[src/rtl/lcd_pkg.sv]
// Shared constants, state encodings and text helpers for the HD44780 character-LCD driver.
package lcd_pkg;

  localparam logic [7:0] FUNC_SET = 8'h38;
  localparam logic [7:0] DISP_ON  = 8'h0C;
  localparam logic [7:0] CLEAR    = 8'h01;
  localparam logic [7:0] ENTRY    = 8'h06;
  localparam logic [7:0] LINE1    = 8'h80;
  localparam logic [7:0] LINE2    = 8'hC0;

  localparam logic [7:0] SPACE = 8'h20;
  localparam logic [7:0] QMARK = 8'h3F;
  localparam logic [7:0] ZERO  = 8'h30;

  localparam logic [15:0] CHOICE_BOTH  = 16'h0000;
  localparam logic [15:0] CHOICE_ONE   = 16'h0001;
  localparam logic [15:0] CHOICE_BLANK = 16'hFFFF;

  typedef enum logic [2:0] {
    ST_POWERUP, ST_INIT, ST_IDLE, ST_L1_ADDR, ST_L1_CHARS, ST_L2_ADDR, ST_L2_CHARS
  } lcd_state_e;

  typedef enum logic [1:0] {BW_IDLE, BW_SETUP, BW_PULSE, BW_WAIT} bw_phase_e;

  typedef struct packed {
    logic [15:0] choice;
    logic [15:0] val1;
    logic [15:0] val2;
  } snap_t;

  function automatic logic [7:0] init_cmd(input logic [3:0] idx);
    case (idx)
      4'd0, 4'd1: init_cmd = FUNC_SET;
      4'd2:       init_cmd = DISP_ON;
      4'd3:       init_cmd = CLEAR;
      default:    init_cmd = ENTRY;
    endcase
  endfunction

  function automatic logic [7:0] digit_char(input logic [3:0] d);
    digit_char = (d <= 4'd9) ? ZERO + {4'h0, d} : QMARK;
  endfunction

  // "VALn: dddd" followed by spaces.
  function automatic logic [7:0] val_char(input logic line2, input logic [3:0] col,
                                          input logic [15:0] digits);
    case (col)
      4'd0:    val_char = 8'h56;
      4'd1:    val_char = 8'h41;
      4'd2:    val_char = 8'h4C;
      4'd3:    val_char = line2 ? 8'h32 : 8'h31;
      4'd4:    val_char = 8'h3A;
      4'd6:    val_char = digit_char(digits[15:12]);
      4'd7:    val_char = digit_char(digits[11:8]);
      4'd8:    val_char = digit_char(digits[7:4]);
      4'd9:    val_char = digit_char(digits[3:0]);
      default: val_char = SPACE;
    endcase
  endfunction

  // "MODE ????" followed by spaces.
  function automatic logic [7:0] mode_char(input logic [3:0] col);
    case (col)
      4'd0:                   mode_char = 8'h4D;
      4'd1:                   mode_char = 8'h4F;
      4'd2:                   mode_char = 8'h44;
      4'd3:                   mode_char = 8'h45;
      4'd5, 4'd6, 4'd7, 4'd8: mode_char = QMARK;
      default:                mode_char = SPACE;
    endcase
  endfunction

  function automatic logic [7:0] line_char(input snap_t s, input logic line2,
                                           input logic [3:0] col);
    if (s.choice == CHOICE_BLANK)     line_char = SPACE;
    else if (s.choice == CHOICE_BOTH) line_char = val_char(line2, col, line2 ? s.val2 : s.val1);
    else if (s.choice == CHOICE_ONE)  line_char = line2 ? SPACE : val_char(1'b0, col, s.val1);
    else                              line_char = line2 ? SPACE : mode_char(col);
  endfunction

endpackage

[src/rtl/lcd_byte_writer.sv]
// Drives one HD44780 write cycle: setup with en low, enable pulse, then the settle wait.
module lcd_byte_writer
  import lcd_pkg::*;
#(
  parameter int unsigned SETUP_CYC  = 2,
  parameter int unsigned EN_PULSE   = 25,
  parameter int unsigned CMD_WAIT   = 2000,
  parameter int unsigned CLEAR_WAIT = 82000
) (
  input  logic       clk,
  input  logic       reset,
  input  logic       start,
  input  logic [7:0] wr_byte,
  input  logic       wr_rs,
  input  logic       long_wait,
  output logic       lcd_en,
  output logic [7:0] lcd_data,
  output logic       lcd_rs,
  output logic       done,
  output logic [1:0] phase_dbg
);

  // Handshake: start is only honoured while idle or in the done cycle; done is a one-cycle
  // pulse on the last wait cycle, so a start in that same cycle chains bytes with no bubble.
  bw_phase_e   phase_q, phase_d;
  logic [31:0] cnt_q;
  logic [7:0]  data_q;
  logic        rs_q, long_q;
  logic [31:0] wait_last;
  logic        accept;

  assign wait_last = long_q ? 32'(CLEAR_WAIT - 1) : 32'(CMD_WAIT - 1);
  assign accept    = start && ((phase_q == BW_IDLE) || done);

  always_ff @(posedge clk) begin
    if (reset) begin
      phase_q <= BW_IDLE;
      cnt_q   <= '0;
      data_q  <= '0;
      rs_q    <= 1'b0;
      long_q  <= 1'b0;
    end else begin
      phase_q <= phase_d;
      cnt_q   <= (phase_d != phase_q || phase_q == BW_IDLE) ? 32'd0 : cnt_q + 32'd1;
      if (accept) begin
        data_q <= wr_byte;
        rs_q   <= wr_rs;
        long_q <= long_wait;
      end
    end
  end

  always_comb begin
    phase_d = phase_q;
    case (phase_q)
      BW_IDLE:  if (start) phase_d = BW_SETUP;
      BW_SETUP: if (cnt_q == 32'(SETUP_CYC - 1)) phase_d = BW_PULSE;
      BW_PULSE: if (cnt_q == 32'(EN_PULSE - 1)) phase_d = BW_WAIT;
      BW_WAIT:  if (done) phase_d = start ? BW_SETUP : BW_IDLE;
      default:  phase_d = BW_IDLE;
    endcase
  end

  always_comb begin
    done      = (phase_q == BW_WAIT) && (cnt_q == wait_last);
    lcd_en    = (phase_q == BW_PULSE);
    lcd_data  = data_q;
    lcd_rs    = rs_q;
    phase_dbg = phase_q;
  end

endmodule

[src/rtl/lcd_hd44780_driver.sv]
// 16x2 HD44780 engine: power-up init, then redraws both lines whenever the inputs change.
module lcd_hd44780_driver
  import lcd_pkg::*;
#(
  parameter int unsigned POWERUP_WAIT = 750000,
  parameter int unsigned SETUP_CYC    = 2,
  parameter int unsigned EN_PULSE     = 25,
  parameter int unsigned CMD_WAIT     = 2000,
  parameter int unsigned CLEAR_WAIT   = 82000
) (
  input  logic        clock_50,
  input  logic        reset,
  input  logic [15:0] choice,
  input  logic [3:0]  thousands_1, hundreds_1, tens_1, ones_1,
  input  logic [3:0]  thousands_2, hundreds_2, tens_2, ones_2,
  output logic        lcd_on,
  output logic        lcd_blon,
  output logic        lcd_rw,
  output logic        lcd_en,
  output logic        lcd_rs,
  output logic [7:0]  lcd_data,
  output logic        busy,
  output logic        frame_done,
  output logic [2:0]  state_dbg,
  output logic [1:0]  phase_dbg
);

  lcd_state_e  state_q, state_d;
  logic [3:0]  idx_q, idx_d;
  logic [31:0] pw_cnt_q;
  snap_t       snap_q, snap_in;
  logic        snap_valid_q, changed, latch;
  logic        fd_q, fd_d;
  logic        start, wr_rs, long_wait, wr_done;
  logic [7:0]  wr_byte;

  assign snap_in = '{choice: choice,
                     val1: {thousands_1, hundreds_1, tens_1, ones_1},
                     val2: {thousands_2, hundreds_2, tens_2, ones_2}};
  assign changed = !snap_valid_q || (snap_in != snap_q);

  always_ff @(posedge clock_50) begin
    if (reset) begin
      state_q      <= ST_POWERUP;
      idx_q        <= '0;
      pw_cnt_q     <= '0;
      snap_q       <= '0;
      snap_valid_q <= 1'b0;
      fd_q         <= 1'b0;
    end else begin
      state_q  <= state_d;
      idx_q    <= idx_d;
      fd_q     <= fd_d;
      pw_cnt_q <= (state_q == ST_POWERUP) ? pw_cnt_q + 32'd1 : 32'd0;
      if (latch) begin
        snap_q       <= snap_in;
        snap_valid_q <= 1'b1;
      end
    end
  end

  // The byte for the writer is chosen from the *next* position so that it is loaded on the
  // same edge the previous byte finishes, giving back-to-back bytes.
  always_comb begin
    state_d = state_q;
    idx_d   = idx_q;
    start   = 1'b0;
    latch   = 1'b0;
    fd_d    = 1'b0;
    case (state_q)
      ST_POWERUP: if (pw_cnt_q == 32'(POWERUP_WAIT - 1)) begin
        state_d = ST_INIT; idx_d = 4'd0; start = 1'b1;
      end
      ST_INIT: if (wr_done) begin
        if (idx_q == 4'd4) begin state_d = ST_IDLE; idx_d = 4'd0; end
        else begin idx_d = idx_q + 4'd1; start = 1'b1; end
      end
      ST_IDLE: if (changed) begin
        state_d = ST_L1_ADDR; latch = 1'b1; start = 1'b1;
      end
      ST_L1_ADDR: if (wr_done) begin state_d = ST_L1_CHARS; idx_d = 4'd0; start = 1'b1; end
      ST_L1_CHARS: if (wr_done) begin
        start = 1'b1;
        if (idx_q == 4'd15) begin state_d = ST_L2_ADDR; idx_d = 4'd0; end
        else idx_d = idx_q + 4'd1;
      end
      ST_L2_ADDR: if (wr_done) begin state_d = ST_L2_CHARS; idx_d = 4'd0; start = 1'b1; end
      ST_L2_CHARS: if (wr_done) begin
        if (idx_q == 4'd15) begin state_d = ST_IDLE; idx_d = 4'd0; fd_d = 1'b1; end
        else begin idx_d = idx_q + 4'd1; start = 1'b1; end
      end
      default: state_d = ST_POWERUP;
    endcase

    wr_byte   = 8'h00;
    wr_rs     = 1'b0;
    long_wait = (state_d == ST_INIT) && (idx_d == 4'd3);
    case (state_d)
      ST_INIT:     wr_byte = init_cmd(idx_d);
      ST_L1_ADDR:  wr_byte = LINE1;
      ST_L2_ADDR:  wr_byte = LINE2;
      ST_L1_CHARS: begin wr_byte = line_char(snap_q, 1'b0, idx_d); wr_rs = 1'b1; end
      ST_L2_CHARS: begin wr_byte = line_char(snap_q, 1'b1, idx_d); wr_rs = 1'b1; end
      default:     wr_byte = 8'h00;
    endcase
  end

  always_comb begin
    lcd_on     = 1'b1;
    lcd_blon   = 1'b1;
    lcd_rw     = 1'b0;
    busy       = (state_q != ST_IDLE);
    frame_done = fd_q;
    state_dbg  = state_q;
  end

  lcd_byte_writer #(
    .SETUP_CYC(SETUP_CYC), .EN_PULSE(EN_PULSE), .CMD_WAIT(CMD_WAIT), .CLEAR_WAIT(CLEAR_WAIT)
  ) u_writer (
    .clk(clock_50), .reset(reset), .start(start), .wr_byte(wr_byte), .wr_rs(wr_rs),
    .long_wait(long_wait), .lcd_en(lcd_en), .lcd_data(lcd_data), .lcd_rs(lcd_rs),
    .done(wr_done), .phase_dbg(phase_dbg)
  );

endmodule
[config.mk]
export PLATFORM = sky130hd
export DESIGN_NAME = lcd_hd44780_driver
export DESIGN_NICKNAME = d
export VERILOG_FILES = /design/src/rtl/lcd_pkg.sv /design/src/rtl/lcd_byte_writer.sv /design/src/rtl/lcd_hd44780_driver.sv
export SDC_FILE = /design/constraint.sdc
export NUM_CORES = 1
export LEC_CHECK = 0
export ABC_AREA = 1
export CAP_MARGIN = 20
export CORE_MARGIN = 2
export CORE_UTILIZATION = 59
export DETAILED_ROUTE_END_ITERATION = 12
export PLACE_DENSITY = 0.81
export SLEW_MARGIN = 20
export SYNTH_ARGS = -nofsm -noshare
export SYNTH_HDL_FRONTEND = slang
export SYNTH_SLANG_ARGS = --single-unit
[constraint.sdc]
create_clock -name clock_50 -period 3 [get_ports clock_50]
set_input_delay 0.9 -clock clock_50 [delete_from_list [all_inputs] [get_ports clock_50]]
set_output_delay 0.9 -clock clock_50 [all_outputs]
set_load 0.005 [all_outputs]
==> results.toml <==
[outcome]
outcome = "completed"

[synth]
synth_warnings = 0
ys_seq_area_share_pct = 33.98
syn_avg_cell_area_um2 = 6.726
synth_area_um2 = 7836
ys_types = 50
syn_inst = 1165
ys_ff_latch = 133

[global_routing]
overflow = 0
antenna_found_initial = 0
grt_start_max_net_pins = 53
gr-usage-all-layers_pct = 29.89
grt_pass1_wl_um = 34140
first_global_vias = 7455

[floorplanning]
floorplan.die_area_um2 = 14220
fp.dieH_um = 119.2
rows = 42
io_pins = 70
core_area_um2 = 13090
die_width_um = 119.2
initial_utilization_pct = 59.89

[cts]
clkLatencyLatePin_ns = 0.42
cts_tree = "built"
clk_pin_slew_ns = 0.06
cts_root_buf = "clkbuf_16"
htree_levels = 4
cts_buffers = 17
cts_buffer_depth = 2
cts_hold_buf = 0
cts.sinks = 133

[place]
dp.cells = 1405
portBuffers = 66
place_area_um2 = 8811
gp_congestion = 0.9687
dp_hpwl_um = 15700

[detailed_routing]
wl_per_cell_um = 14.65
viasPerCell = 5.566
routed_wl_um = 21140
drc = 0
vias = 8032
first_pass_iters = 6
drt_iter0_drc = 714
drtAntennaViolNets = 0

[sta]
hold_viol_final = 0
whs_ns = 0.4348
drv_slew = 0
maxClockFrequency_mhz = 342.2
setup_viol = 0
fin_worst_skew_ns = 0.009784
max_slew_margin_pct = 59.72
worstMarginPinSlew_ns = 0.5987
fin_crit_ns = 2.922
period_share_pct = 97.41

[power]
leakagePower_nw = 4.012
fin_total_pwr_mw = 4.850
power_density_nw_per_um2 = 497.9
ir_drop_mv = 0.4071

[final_layout]
syn2layout_area_growth_pct = 24.32
final.fill_count = 1020
postLayoutCellArea_um2 = 9742
nNetsFinal = 1311
stdcell_count = 1443
final_common_cell = "nand2_1"
diodes = 0
drive_gt1_share_pct = 16.02
layout_common_cells = "nand2_1, inv_1, nor2_1"

[worst_setup_path]
cp.required_ns = 2.10
reg2reg_depth = 20
crit_chain = "inv_1, nor2_2, inv_1, nor2_1, inv_1, clkdlybuf4s50_1"
cp_max_fo = 5
rr_startpoint = "u_writer.cnt_q[0]"
crit_path_top_delay_cell = "clkdlybuf4s50_1"
critPathLaunch = "state_dbg[1]"
critPathTopFamily = "buffers and inverters"
endpoint_kind = "primary output"
crit_cells = 6
worst-endpoint-arrival_ns = 2.02
ff2ff_setup_slack_ns = 0.21
reg2reg_to = "u_writer.lcd_data[2]"
critical_path_class = "reg -> out"
crit_top_cell = "inv_1"
startpoint_type = "register"
cp_num_buf_inv = 4
max_stage_delay_ns = 0.46

[hold_path]
whs_path_depth = 1
whs_endpoint = "u_writer.cnt_q[0]"
hold_start = "u_writer.cnt_q[0]"
hp-class = "reg -> reg"

[job]
cap_violations = 0
==> cell families (layout without fill, tap and decap cells) <==
group | after synthesis | count (layout) | synth area share, %
and+or+nand+nor | 550 | 550 | 34.52
other | 2 | 3 | 0.09584
buffers and inverters | 193 | 294 | 9.436
adders and majority gates | 6 | 6 | 0.9580
xor gates and xnor gates | 35 | 35 | 3.912
AOI/OAI and AO/OA | 246 | 246 | 17.10
DFF | 133 | 133 | 33.98
==> final cells by class <==
class / count / area (um2) / area share [%]
Clock buffer: 22 / 454.2 / 4.662
Clock inverter: 9 / 152.6 / 1.567
Inverter: 164 / 620.6 / 6.370
Multi-Input combinational cell: 840 / 4596 / 47.17
Sequential cell: 133 / 2664 / 27.34
Tap cell: 176 / 220.2 / 2.260
Timing Repair Buffer: 99 / 1035 / 10.62
==> sequential cells by signal (all words and copies together) (netlist names) <==
register,count
frame_done,1
pw_cnt_q,32
snap_valid_q,1
u_writer.phase_dbg,2
snap_q,48
u_writer.long_q,1
u_writer.lcd_data,8
idx_q,4
state_dbg,3
u_writer.cnt_q,32
u_writer.lcd_rs,1
==> repair_timing <==
| item | in CTS | in global routing |
|---|---|---|
| pin swaps | 2 | 27 |
| buffers inserted | 0 | 7 |
| gates resized for setup | 8 | 87 |
| endpoints found under the setup margin | 40 | 71 |
==> report_power, final <==
group,leakage [nW],switching [mW],internal [mW],total (mW)
combinational,2.65,0.474,0.301,0.775
clock,0.286,0.760,1.40,2.16
sequential,1.08,0.0644,1.85,1.91
total,4.01,1.30,3.55,4.85
==> through the flow <==
| step | utilization (%) | setup WS [ns] | setup TNS, ns |
|---|---|---|---|
| after floorplan | - | 0.2983 | 0 |
| after global placement | 67.34 | -0.4934 | -26.80 |
| after detailed placement | 67.34 | -0.5729 | -30.02 |
| after CTS | 72.13 | 0.004120 | 0 |
| after global routing | 74.45 | -0.01396 | -0.01396 |
| final | 74.45 | 0.07761 | 0 |
==> Yosys cell counts (all sizes together) <==
master,count,area [um2]
nor3,37,216.5
nor4,17,112.6
a21oi,103,545.5
a22o,1,8.760
conb,2,7.510
inv,162,608.1
ha,6,75.07
nand3b,1,7.510
nand2,228,945.9
nand3,54,332.8
and3,2,12.51
o22ai,10,62.56
nand4,27,187.7
a31oi,2,12.51
o2111ai,1,8.760
buf,7,41.28
o211ai,3,22.52
nor2,171,798.3
o21ai,116,588.1
a221oi,3,26.28
nor3b,4,35.03
xnor2,10,87.58
clkbuf,22,82.58
or2,9,56.31
o21a,4,30.03
clkinv,2,7.510
dfxtp,133,2663
xor2,25,219.0
a211oi,3,35.03
==> worst max-delay path by stage <==
stage / end / slack, ns
after global placement: u_writer.cnt_q[22] / -0.49
final: busy / 0.08
after floorplan: u_writer.cnt_q[10] / 0.30
after global routing: u_writer.lcd_data[3] / -0.01
after CTS: u_writer.lcd_data[3] / 0.004
after detailed placement: u_writer.cnt_q[22] / -0.57
==> routing by layer <==
| layer | share of wire [%] | up-vias | track usage, % | wire [um] |
|---|---|---|---|---|
| met5 | 0 | - | 0 | 0 |
| met1 | 41 | 3685 | 35.18 | 8681 |
| met3 | 5.6 | 68 | 6.466 | 1190 |
| met2 | 49 | 290 | 50.36 | 10260 |
| met4 | 4.8 | 0 | 16.82 | 1005 |
| li1 | - | 3989 | - | - |
(Power assumes the default switching activity.)
